**src/rtl/panel_scan_ctrl.sv**
```systemverilog
// rtl/panel_scan_ctrl.sv - HUB75 scan controller driving bit-plane shift, latch, oe and row address
// Optional feature macro: PANEL_BRIGHTNESS_EN (adds brightness input that trims each plane's lit time)
module panel_scan_ctrl #(
  parameter int COLUMNS = 32,
  parameter int ROWS    = 8,
  parameter int BITS    = 4,
  parameter int OE_BASE = 8,
  localparam int CW = $clog2(COLUMNS),
  localparam int RW = $clog2(ROWS),
  localparam int PW = (BITS > 1) ? $clog2(BITS) : 1,
  localparam int DW = $clog2(OE_BASE) + BITS
) (
  input  logic                clk,
  input  logic                rst_n,
  input  logic                enable,
`ifdef PANEL_BRIGHTNESS_EN
  input  logic [7:0]          brightness,
`endif
  output logic                fb_rd_en,
  output logic [RW+CW-1:0]    fb_addr,
  input  logic [6*BITS-1:0]   fb_data,
  output logic [5:0]          rgb,
  output logic [RW-1:0]       a,
  output logic                oe,
  output logic                lat,
  output logic                oclk,
  output logic                frame_start
);

  typedef enum logic [2:0] {S_IDLE, S_START, S_SHIFT, S_BLANK, S_LATCH, S_DISPLAY} state_t;

  state_t         state;
  logic [RW-1:0]  row;
  logic [PW-1:0]  plane;
  logic [CW-1:0]  col;
  logic [1:0]     phase;
  logic [DW-1:0]  dcnt;
  logic [DW-1:0]  on_len;
  logic [DW-1:0]  plane_len;
  logic [DW-1:0]  lit_len;
  logic [5:0]     plane_bits;

  assign plane_len = DW'(OE_BASE) << plane;

`ifdef PANEL_BRIGHTNESS_EN
  logic [DW+7:0] lit_prod;
  assign lit_prod = {8'd0, plane_len} * {{DW{1'b0}}, brightness};
  assign lit_len  = lit_prod[DW+7:8];
`else
  assign lit_len  = plane_len;
`endif

  // Field k of fb_data (k=0 is R1, in the MSBs) maps to rgb bit k.
  always_comb begin
    plane_bits = '0;
    for (int k = 0; k < 6; k++)
      plane_bits[k] = fb_data[(5-k)*BITS + int'(plane)];
  end

  always_ff @(posedge clk or negedge rst_n) begin
    if (!rst_n) begin
      state       <= S_IDLE;
      row         <= '0;
      plane       <= '0;
      col         <= '0;
      phase       <= '0;
      dcnt        <= '0;
      on_len      <= '0;
      rgb         <= '0;
      a           <= '0;
      oe          <= 1'b1;
      lat         <= 1'b0;
      oclk        <= 1'b0;
      fb_rd_en    <= 1'b0;
      fb_addr     <= '0;
      frame_start <= 1'b0;
    end else begin
      frame_start <= 1'b0;
      fb_rd_en    <= 1'b0;
      oclk        <= 1'b0;
      lat         <= 1'b0;
      case (state)
        S_IDLE: begin
          oe <= 1'b1;
          if (enable) begin
            frame_start <= 1'b1;
            row         <= '0;
            plane       <= '0;
            state       <= S_START;
          end
        end
        S_START: begin
          fb_rd_en <= 1'b1;
          fb_addr  <= {row, {CW{1'b0}}};
          col      <= '0;
          phase    <= '0;
          state    <= S_SHIFT;
        end
        S_SHIFT: begin
          case (phase)
            2'd0: phase <= 2'd1;
            2'd1: begin
              rgb   <= plane_bits;
              oclk  <= 1'b1;
              phase <= 2'd2;
            end
            default: begin
              phase <= 2'd0;
              if (col == CW'(COLUMNS-1)) begin
                col   <= '0;
                a     <= row;
                state <= S_BLANK;
              end else begin
                col      <= col + CW'(1);
                fb_rd_en <= 1'b1;
                fb_addr  <= {row, col + CW'(1)};
              end
            end
          endcase
        end
        S_BLANK: begin
          lat   <= 1'b1;
          state <= S_LATCH;
        end
        S_LATCH: begin
          // brightness is captured here so the whole DISPLAY uses one value
          on_len <= lit_len;
          oe     <= (lit_len == '0);
          dcnt   <= '0;
          state  <= S_DISPLAY;
        end
        S_DISPLAY: begin
          if (dcnt == plane_len - DW'(1)) begin
            oe <= 1'b1;
            if (plane != PW'(BITS-1)) begin
              plane    <= plane + PW'(1);
              fb_rd_en <= 1'b1;
              fb_addr  <= {row, {CW{1'b0}}};
              state    <= S_SHIFT;
            end else if (row != RW'(ROWS-1)) begin
              plane    <= '0;
              row      <= row + RW'(1);
              fb_rd_en <= 1'b1;
              fb_addr  <= {row + RW'(1), {CW{1'b0}}};
              state    <= S_SHIFT;
            end else begin
              // End of frame doubles as the IDLE enable sample so the period has no gap cycle.
              plane       <= '0;
              row         <= '0;
              frame_start <= enable;
              state       <= enable ? S_START : S_IDLE;
            end
          end else begin
            dcnt <= dcnt + DW'(1);
            oe   <= (dcnt + DW'(1)) >= on_len;
          end
        end
        default: state <= S_IDLE;
      endcase
    end
  end

endmodule
```
**config.mk**
```make
export PLATFORM = sky130hd
export DESIGN_NAME = panel_scan_ctrl
export DESIGN_NICKNAME = d
export VERILOG_FILES = /design/src/rtl/panel_scan_ctrl.sv
export SDC_FILE = /design/constraint.sdc
export NUM_CORES = 1
export LEC_CHECK = 0
export ABC_AREA = 0
export CORE_MARGIN = 4
export CORE_UTILIZATION = 40
export CTS_CLUSTER_DIAMETER = 60
export CTS_CLUSTER_SIZE = 12
export DETAILED_ROUTE_END_ITERATION = 8
export PLACE_DENSITY = 0.66
export SYNTH_ARGS = -nofsm -noshare
export SYNTH_HDL_FRONTEND = slang
export SYNTH_SLANG_ARGS = --single-unit
```
**constraint.sdc**
```tcl
create_clock -name clk -period 2.1 [get_ports clk]
set_input_delay 0.42 -clock clk [delete_from_list [all_inputs] [get_ports clk]]
set_output_delay 0.42 -clock clk [all_outputs]
set_load 0.005 [all_outputs]
```
# Yosys cells after proc, flatten, opt, wreduce, memory -nomap -nowiden
# Cells that the tools add are included.
dict set report totals {
  ff_bits 51
  in_bits 27
  out_inout_bits 22
  elab_cells 132
}
dict set report op_classes {
  n_addsub 10
  order_cmp 7
  eq_ne 18
  shifts 1
  muxes 63
  bitwise 1
  reduce_logical 17
}
# operator n
set ops {}
lappend ops {{$mux W8} 5}
lappend ops {{$bmux W1 S5} 5}
lappend ops {{$mux W1} 25}
lappend ops {{$mux W3} 8}
lappend ops {{$pmux W8 S3} 1}
lappend ops {{$pmux W3 S6} 1}
lappend ops {{$ne A2 B2 Y1 const B} 8}
lappend ops {{$pmux W7 S2} 1}
lappend ops {{$add A5 B2 Y6 const A} 2}
lappend ops {{$lt A5 B6 Y1 const B} 2}
lappend ops {{$lt A6 B6 Y1 const B} 2}
lappend ops {{$pmux W2 S2} 3}
lappend ops {{$add A4 B2 Y5 const A} 2}
lappend ops {{$mux W2} 5}
lappend ops {{$mux W5} 2}
lappend ops {{$pmux W5 S2} 1}
lappend ops {{$reduce_and A4 Y1} 2}
lappend ops {{$add A7 B1 Y7 const B} 1}
lappend ops {{$eq A7 B7 Y1} 1}
lappend ops {{$ge A7 B7 Y1} 1}
lappend ops {{$logic_not A7 Y1} 1}
lappend ops {{$mux W7} 1}
lappend ops {{$shl A4 B2 Y7 const A} 1}
lappend ops {{$sub A7 B1 Y7 const B} 1}
lappend ops {{25 further kinds} 35}

# Logic depth before layout (Yosys ltp)
# Gate-level depths: netlist of run 1.
dict set report logic_depth {
  ltp_word 5
  ltp_mapped 9
  depth_no_buf 8
}

# Least setup slack after synthesis of run 1
# No wires, ideal clock.
dict set report synth_path {
  path_kind {register to register}
  start {reg plane[0]}
  end {reg state[0]}
  setup_time_ns 0.131
  t_arrival_ns 2.237
  t_required_ns 1.969
  setup_slack_ns -0.268
  path_stages_with_launch 8
  n_path_buf 1
  period_less_slack_ns 2.368
  path_cell_list {dfrtp_1 -> clkbuf_1 -> inv_1 -> ha_1 -> xnor3_2 -> nor2_4 -> a21oi_1 -> or3_1}
}
dict set report synth_via {
  elab_chain_cells 5
  word_cells_on_any_way 9
  classes_between {1 x add/sub; 3 x eq/ne; 1 x shift; 3 x mux; 1 x reduce/logical}
}
# element line_no
set synth_lines {}
lappend synth_lines {{start, declared} 34} ;# logic [PW-1:0] plane;
lappend synth_lines {{start signal, assigned} 136} ;# plane <= plane + PW'(1);
lappend synth_lines {{$shl A4 B2 Y7} 43} ;# assign plane_len = DW'(OE_BASE) << plane;
lappend synth_lines {{via lit_len[3]} 40} ;# logic [DW-1:0] lit_len;
lappend synth_lines {{$sub A7 B1 Y7} 133} ;# if (dcnt == plane_len - DW'(1)) begin
lappend synth_lines {{$eq A7 B7 Y1} 133}
lappend synth_lines {{$ne A2 B2 Y1 (no line)} -}
lappend synth_lines {{$reduce_and A4 Y1 (no line)} -}
lappend synth_lines {{end signal, assigned} 151} ;# state <= enable ? S_START : S_IDLE;
lappend synth_lines {{end, declared} 32} ;# state_t state;
# The timed path passes the listed nets, and every way through them passes these cells. The select of a mux whose other input is x is not followed.
# A chain may end at the register's enable or synchronous reset.

# Worst setup path in the final report of run 1
dict set report layout_path {
  start {reg plane[0]}
  end {reg fb_addr[5]}
}
dict set report layout_via {
  elab_chain_cells 5
  word_cells_on_any_way 10
  classes_between {1 x add/sub; 4 x eq/ne; 1 x shift; 3 x mux; 1 x reduce/logical}
}
# element line_no
set layout_lines {}
lappend layout_lines {{$shl A4 B2 Y7} 43}
lappend layout_lines {{via lit_len[6]} 40}
lappend layout_lines {{$sub A7 B1 Y7} 133}
lappend layout_lines {{$eq A7 B7 Y1} 133}
lappend layout_lines {{$ne A2 B2 Y1 (no line)} -}
lappend layout_lines {{$reduce_and A5 Y1 (no line)} -}
lappend layout_lines {{end signal, assigned} 116} ;# fb_addr <= {row, col + CW'(1)};
lappend layout_lines {{end signal, assigned} 138} ;# fb_addr <= {row, {CW{1'b0}}};
lappend layout_lines {{end signal, assigned} 144} ;# fb_addr <= {row + RW'(1), {CW{1'b0}}};
lappend layout_lines {{end, declared} 20} ;# output logic [RW+CW-1:0] fb_addr,
# The timed path passes the listed nets, and every way through them passes these cells. The select of a mux whose other input is x is not followed.

==> impl_results.md, run 1 <==
* Die area at ~8000 sq um
* Leak at around 1.6 nW
* Die Wd at 89.30 um
* Switching Power at approximately 940 uW
* Mapped Cells at around 250
* Synthesis-stage register bit count at 48
* Cts hold-fix bufs at 0
* Final setup vio count at 0
* CP startpoint kind: flip-flop
* Final setup TNS at 0 ns
* Antenna-violating nets left at 0
* Prevailing post-synth register cell: dfrtp_1
* Syn-to-layout area delta at 27.83%
* CP Data Arrival Time at 2.19 ns
* Largest net degree at the start of global routing at 30
* Fin crit share at 0.9376
* N_diodes at 0
* Max Cap Viol at 0
* Cell depth of the worst flop-to-flop path at 7
* Placed Area at 3264 sq um
* Fraction of layout cells with a size suffix above 1 at 0.1672
* CTS tree: yes
* Slowest stage cell, crit path: xor3_1
* Peak Freq at a little over 0.5 GHz
* Worst setup margin at 0.1309 ns
* Clk sinks at 48
* Remaining DRCs at 0
* Syn avg cell area at around 11 sq um
* Initial Util at 0.4140
* Hold slack at slightly below 0.08 ns
* Post-route total power at 2.979 mW
* Critical-path maximum fanout at 7
* Finished Cell Area at 3379 sq um
* Hold crit path type: primary input to asynchronous set/reset pin
* Nets at about 350
* Ys Warns at 0
* PortBufs at between 40 and 50
* Placed insts at about 370
* Unrepaired setup endpoints after global routing: false
* Headroom to the max-slew limit at 0.6675
* Internal power at around 2.0 mW
* PwrDens at between 800 and 900 nW/um^2
* # rows at 29
* Crit Reg-Reg Endpoint: fb_addr[5]
* GPL Wtd Cong at roughly 0.75
* Crit Path Class: flip-flop to flip-flop
* Crit-path leading delay family: XOR/XNOR gates
* Final core area utilization at 0.5292
* Seq/Total Area, Yosys at 0.4548
* Clock buffer count from CTS at 5
* Worst vdd ir at about 630 uV
* Logic pwr share at 0.371
* Post-synth top area share at 0.4449
* CP Buf/Inv Count at 1
* Non-Filler Instances at between 300 and 400
* Fin. max-slew vios at 0
* DR WL/cell at between 10 and 15 um
* Area leader, netlist: dfrtp_1
* Number of global-route vias before repair at roughly 1,900
* DR pass1 iterations at 4
* Crit-path max cell delay at between 0.4 and 0.5 ns
* Clk root buf: clkbuf_8
* Syn_nets at 290
* Switching share of total power at 0.3167
* Critical-path cell list: ha_1, xor3_1, nor2_4, a32o_2, buf_12, nor2_1, a21oi_1
* Clock share of power at 0.188
* Vias/cell at 5.183
* Min cycle time layout at ~2.0 ns
* Final hold vios at 0
* Fraction of registers with async set or reset after synthesis at 1.000
* CP Capture Type: flip-flop
* Reg2Reg Launch Point: plane[0]
* Flop2flop setup slack at approximately 0.13 ns
* Bufs on Longest Clock Path at 2
* Leading post-synthesis cells by cell area: dfrtp_1 44%, ha_1 7.6%, mux2_2 5.5%, mux4_2 5.1%, nand2_1 4.5%
* Num ports at 49
* Core footprint at ~6400 sq um
* DR vias at 1,980
* Final WL at 5527 um
* Initial antenna violation count at 0
* Required @ worst endpoint at ~2.3 ns
* Drt initial violations at around 80
* DP HPWL at approximately 4200 um
* Clk Latency, worst-skew pair at 0.29 ns
* Cell area after synthesis at around 2600 sq um
* Overall routing resource usage at 0.1462
* Clock-pin slew on the worst setup and hold paths at 0.09 ns
* First-pass GRT wire length at between 9000 and 10,000 um
* Pre-CTS WS at 0.06464 ns
* Die Y at slightly below 90 um
* Grt total ovfl at 0
* CTS H-tree depth at 2
* Post-synth EDFFs at 0
* Tightest Pin Transition at between 0.4 and 0.5 ns
* Clock Skew at between 0.009 and 0.01 ns
* Flop pwr share at 0.441
* Status: completed
* Yosys cell types at between 50 and 60
## metal layers
metal  up-vias  wire length, um  global-route usage
met3         2              143             0.02488
met1       973             2765              0.2267
li1        974                -                   -
met2        31             2587              0.2117
met5         -                0                   0
met4         0               31             0.03654
## layout make-up
| class | instances | area, sq um |
|---|---|---|
| Clock buffer | 7 | 86.33 |
| Clock inverter | 1 | 7.507 |
| Fill cell | 570 | 3007 |
| Inverter | 15 | 56.30 |
| Multi-Input combinational cell | 176 | 1355 |
| Sequential cell | 48 | 1202 |
| Tap cell | 77 | 96.34 |
| Timing Repair Buffer | 58 | 575.6 |
## layout by cell type, fill, tap and decap left out, types with 3 or more instances in the layout
master / netlist / final
o21ai_0: 13 / 13
buf_4: 1 / 8
xor2_1: 3 / 3
inv_1: 15 / 15
clkdlybuf4s50_1: 0 / 47
and3_1: 3 / 3
mux4_2: 6 / 6
dfrtp_1: 47 / 47
clkbuf_8: 0 / 6
a21oi_1: 8 / 8
nand2b_1: 3 / 3
nor2_1: 8 / 7
nand3_1: 16 / 16
ha_1: 16 / 14
xnor2_1: 6 / 6
nor2b_1: 5 / 5
or3_1: 4 / 4
and2_1: 3 / 3
nand2_1: 32 / 32
mux2_2: 13 / 13
## what timing repair did
item | 4_1_cts | 5_1_grt
endpoints found under the setup margin | 0 | 12
setup buffers | 0 | 1
resized for setup | 0 | 4
## power groups by stage
| stage | logic, mW | registers [mW] | clock network, mW |
|---|---|---|---|
| after floorplan | 0.582 | 1.29 | 0 |
| after global placement | 1.08 | 1.33 | 0 |
| after detailed placement | 1.09 | 1.33 | 0 |
| after CTS | 1.10 | 1.31 | 0.589 |
| after global routing | 1.22 | 1.34 | 0.633 |
| final | 1.11 | 1.31 | 0.560 |
## cells by family (layout without fill, tap and decap cells)
kind of cell,count (synthesis),count (layout),share of synthesized area
simple gates,90,90,0.1784
flops,48,48,0.4548
buf+inv,23,81,0.03786
mux,21,21,0.1141
xor+xnor,11,11,0.04780
compound gates,38,38,0.09134
fa+ha+maj,16,16,0.07572
## sequential cells by signal, summed over array words and instances, names as in the netlist, 3 cells and up
name and flops:
col 5, rgb 6, fb_addr 8, on_len 4, a 3, dcnt 7, state 3, row 3
## cells in the mapped netlist (all sizes together) (4+ instances only)
library cell  number
nor2               9
or3                4
dfrtp             47
o21ai             14
nand3             16
clkbuf             4
mux2              13
xnor2              6
and2               4
buf                4
mux4               6
inv               15
nor2b              5
nand2             34
ha                16
a21oi              9
## how the worst max path moves through the flow
stage | startpoint | to | slack, ns | depth (start not counted)
after floorplan | plane[0] | state[0] | 0.04 | 7
after global placement | plane[0] | row[0] | 0.12 | 7
after detailed placement | plane[0] | row[0] | 0.06 | 7
after CTS | plane[0] | row[0] | 0.05 | 7
after global routing | dcnt[0] | oe | 0.004 | 7
final | plane[0] | fb_addr[5] | 0.13 | 7
Note: power is estimated with default switching activity, not from simulation.
==> inputs of run 2 (changes only) <==
HOLD_SLACK_MARGIN = 0.15   (was unset)
==> run 2 against run 1 <==
Compared with the run above:
- sequential share of layout area shrank 0.11 points
- critical path depth is the same
- non-clock buffer count up 1
- clock power barely moved
- maximum frequency hardly changed
- cell count rose by 0.26%
- wire length increased by 0.16%
- count of clock-buffer cells in the layout unchanged
- sequential cell count unchanged
- first-iteration DRC count down 5.1%
- critical path type unchanged
==> impl_results.md, run 2 (synthesis gave the netlist of run 1 again) <==
* Status: completed (unchanged)
* Headroom to the max-slew limit at 0.6673 (was 0.6675)
* First-pass GRT wire length at 9149 um (unchanged)
* N_diodes at 0 (unchanged)
* GPL Wtd Cong at 0.7528 (unchanged)
* Clock buffer count from CTS at 5 (unchanged)
* Internal power at 2.036 mW (was 2.035 mW)
* Final WL at 5536 um (was 5527 um)
* Largest net degree at the start of global routing at 30 (unchanged)
* Max Cap Viol at 0 (unchanged)
* DR WL/cell at 14.45 um (was 14.47 um)
* Crit-path max cell delay at 0.47 ns (about the same)
* Final hold vios at 0 (unchanged)
* Hold Path End: col[4]
* Fraction of layout cells with a size suffix above 1 at 0.1667 (was 0.1672)
* Switching Power at 944.9 uW (was 943.4 uW)
* Flop2flop setup slack at 0.13 ns (about the same)
* Grt total ovfl at 0 (unchanged)
* PwrDens at 879.6 nW/um^2 (was 881.4 nW/um^2)
* Nets at 348 (was 347)
* Final setup TNS at 0 ns (unchanged)
* Critical-path cell list: ha_1, xor3_1, nor2_4, a32o_2, buf_12, nor2_1, a21oi_1 (unchanged)
* Hold crit path type: flip-flop to flip-flop (was primary input to asynchronous set/reset pin)
* Number of global-route vias before repair at 1,897 (unchanged)
* Initial Util at 0.4140 (unchanged)
* Critical-path maximum fanout at 7 (unchanged)
* Unrepaired setup endpoints after global routing: false (unchanged)
* Clk Latency, worst-skew pair at 0.29 ns (about the same)
* CTS H-tree depth at 2 (unchanged)
* Largest regs: fb_addr (8), dcnt (7), rgb (6) (unchanged)
* DP HPWL at 4239 um (unchanged)
* Reg2Reg Launch Point: plane[0] (unchanged)
* CP Data Arrival Time at 2.19 ns (about the same)
* Tightest Pin Transition at 0.4978 ns (was 0.4976 ns)
* DR pass1 iterations at 4 (unchanged)
* Clock share of power at 0.188 (about the same)
* Max reg flops at 8 (unchanged)
* Fin. max-slew vios at 0 (unchanged)
* Crit Path Class: flip-flop to flip-flop (unchanged)
* CP Capture Type: flip-flop (unchanged)
* Switching share of total power at 0.3169 (was 0.3167)
* Fin crit share at 0.9378 (was 0.9376)
* # rows at 29 (unchanged)
* Top reg by flops: fb_addr (unchanged)
* Overall routing resource usage at 0.1462 (unchanged)
* Cell depth of the worst flop-to-flop path at 7 (unchanged)
* HP Start: col[4]
* Flop pwr share at 0.441 (about the same)
* Num ports at 49 (unchanged)
* Leak at 1.555 nW (was 1.551 nW)
* Die Wd at 89.30 um (unchanged)
* Clk root buf: clkbuf_8 (unchanged)
* Initial antenna violation count at 0 (unchanged)
* Required @ worst endpoint at 2.32 ns (about the same)
* Post-route total power at 2.981 mW (was 2.979 mW)
* Bufs on Longest Clock Path at 2 (unchanged)
* Clock-pin slew on the worst setup and hold paths at 0.09 ns (about the same)
* Crit Reg-Reg Endpoint: fb_addr[5] (unchanged)
* PortBufs at 48 (unchanged)
* Drt initial violations at 75 (was 79)
* Slowest stage cell, crit path: xor3_1 (unchanged)
* Worst vdd ir at 634.1 uV (was 633.5 uV)
* Antenna-violating nets left at 0 (unchanged)
* Die Y at 89.30 um (unchanged)
* Final setup vio count at 0 (unchanged)
* Logic pwr share at 0.371 (about the same)
* Die area at 7974 sq um (unchanged)
* CTS tree: yes (unchanged)
* Clk sinks at 48 (unchanged)
* Syn-to-layout area delta at 28.21% (was 27.83%)
* DR vias at 1,982 (was 1,980)
* Min cycle time layout at 1.969 ns (about the same)
* Hold path cells at 2
* Remaining DRCs at 0 (unchanged)
* Peak Freq at 0.5078 GHz (was 0.5079 GHz)
* CP startpoint kind: flip-flop (unchanged)
* Core footprint at 6386 sq um (unchanged)
* Vias/cell at 5.175 (was 5.183)
* Clock Skew at 0.009952 ns (was 0.009635 ns)
* Commonest non-fill, non-tap cells in the layout: 47 x dfrtp_1, 47 x clkdlybuf4s50_1, 32 x nand2_1 (unchanged)
run 2: cell types whose count changed in the layout (fill, tap and decap cells not counted):
cell           previous run  this run
dlygate4sd3_1             0         1
run 2: timing repair:
action,CTS,global route
setup endpoints to repair,0,12
buffers inserted,0,1
resized for setup,0,4
hold endpoints to repair,18,0
hold buffers,1,0
run 2: critical path, delay by kind of cell, from the launching register on:
kind | cells | cell delay (ns)
XOR/XNOR | 1 | 0.47
AO/OA/AOI/OAI | 2 | 0.41
flip-flops | 1 | 0.40
adder cells (fa/ha/maj) | 1 | 0.23
AND/OR/NAND/NOR | 2 | 0.23
buffers and inverters | 1 | 0.14
run 2: power by group through the flow:
| stage | Clock (mW) | Sequential, mW | Combinational [mW] |
|---|---|---|---|
| final | 0.561 | 1.31 | 1.11 |
| after global routing | 0.633 | 1.34 | 1.22 |
| after CTS | 0.589 | 1.31 | 1.10 |
| after detailed placement | 0 | 1.33 | 1.09 |
| after global placement | 0 | 1.33 | 1.08 |
| after floorplan | 0 | 1.29 | 0.582 |
run 2: worst max-delay path by stage:
| stage | start | to | cells past startpoint |
|---|---|---|---|
| after floorplan | plane[0] | state[0] | 7 |
| after global placement | plane[0] | row[0] | 7 |
| after detailed placement | plane[0] | row[0] | 7 |
| after CTS | plane[0] | row[0] | 7 |
| after global routing | dcnt[0] | oe | 7 |
| final | plane[0] | fb_addr[5] | 7 |
run 2: final cells by class:
cell class	count	area, sq um
fill	567	2997
multi-input combinational	176	1355
sequential	48	1202
timing repair buffer	59	585.6
tap	77	96.34
clock buffer	7	86.33
inverter	15	56.30
clock inverter	1	7.507
run 2: metal layers:
| metal | GRT usage | wire [um] |
|---|---|---|
| met3 | 0.02488 | 145 |
| met4 | 0.03654 | 31 |
| met2 | 0.2117 | 2573 |
| met5 | 0 | 0 |
| met1 | 0.2267 | 2786 |
run 2: stage by stage:
step	cell area [sq um]	hold slack (ns)	utilization	setup WS, ns	instances
after global routing	3390	0.5278	0.5308	0.003851	383
after global placement	3264	0.4108	0.5112	0.1184	373
after CTS	3368	0.5070	0.5274	0.04875	382
after detailed placement	3264	0.4115	0.5112	0.06464	373
after floorplan	2655	0.1244	-	0.04325	247
final	3390	0.5018	0.5308	0.1306	383
==> inputs of run 3 (changes only) <==
ABC_CLOCK_PERIOD_IN_PS = 2100   (was unset)
==> results of run 3 <==
Same layout as run 2: the final DEF is identical, and so are final timing and power.
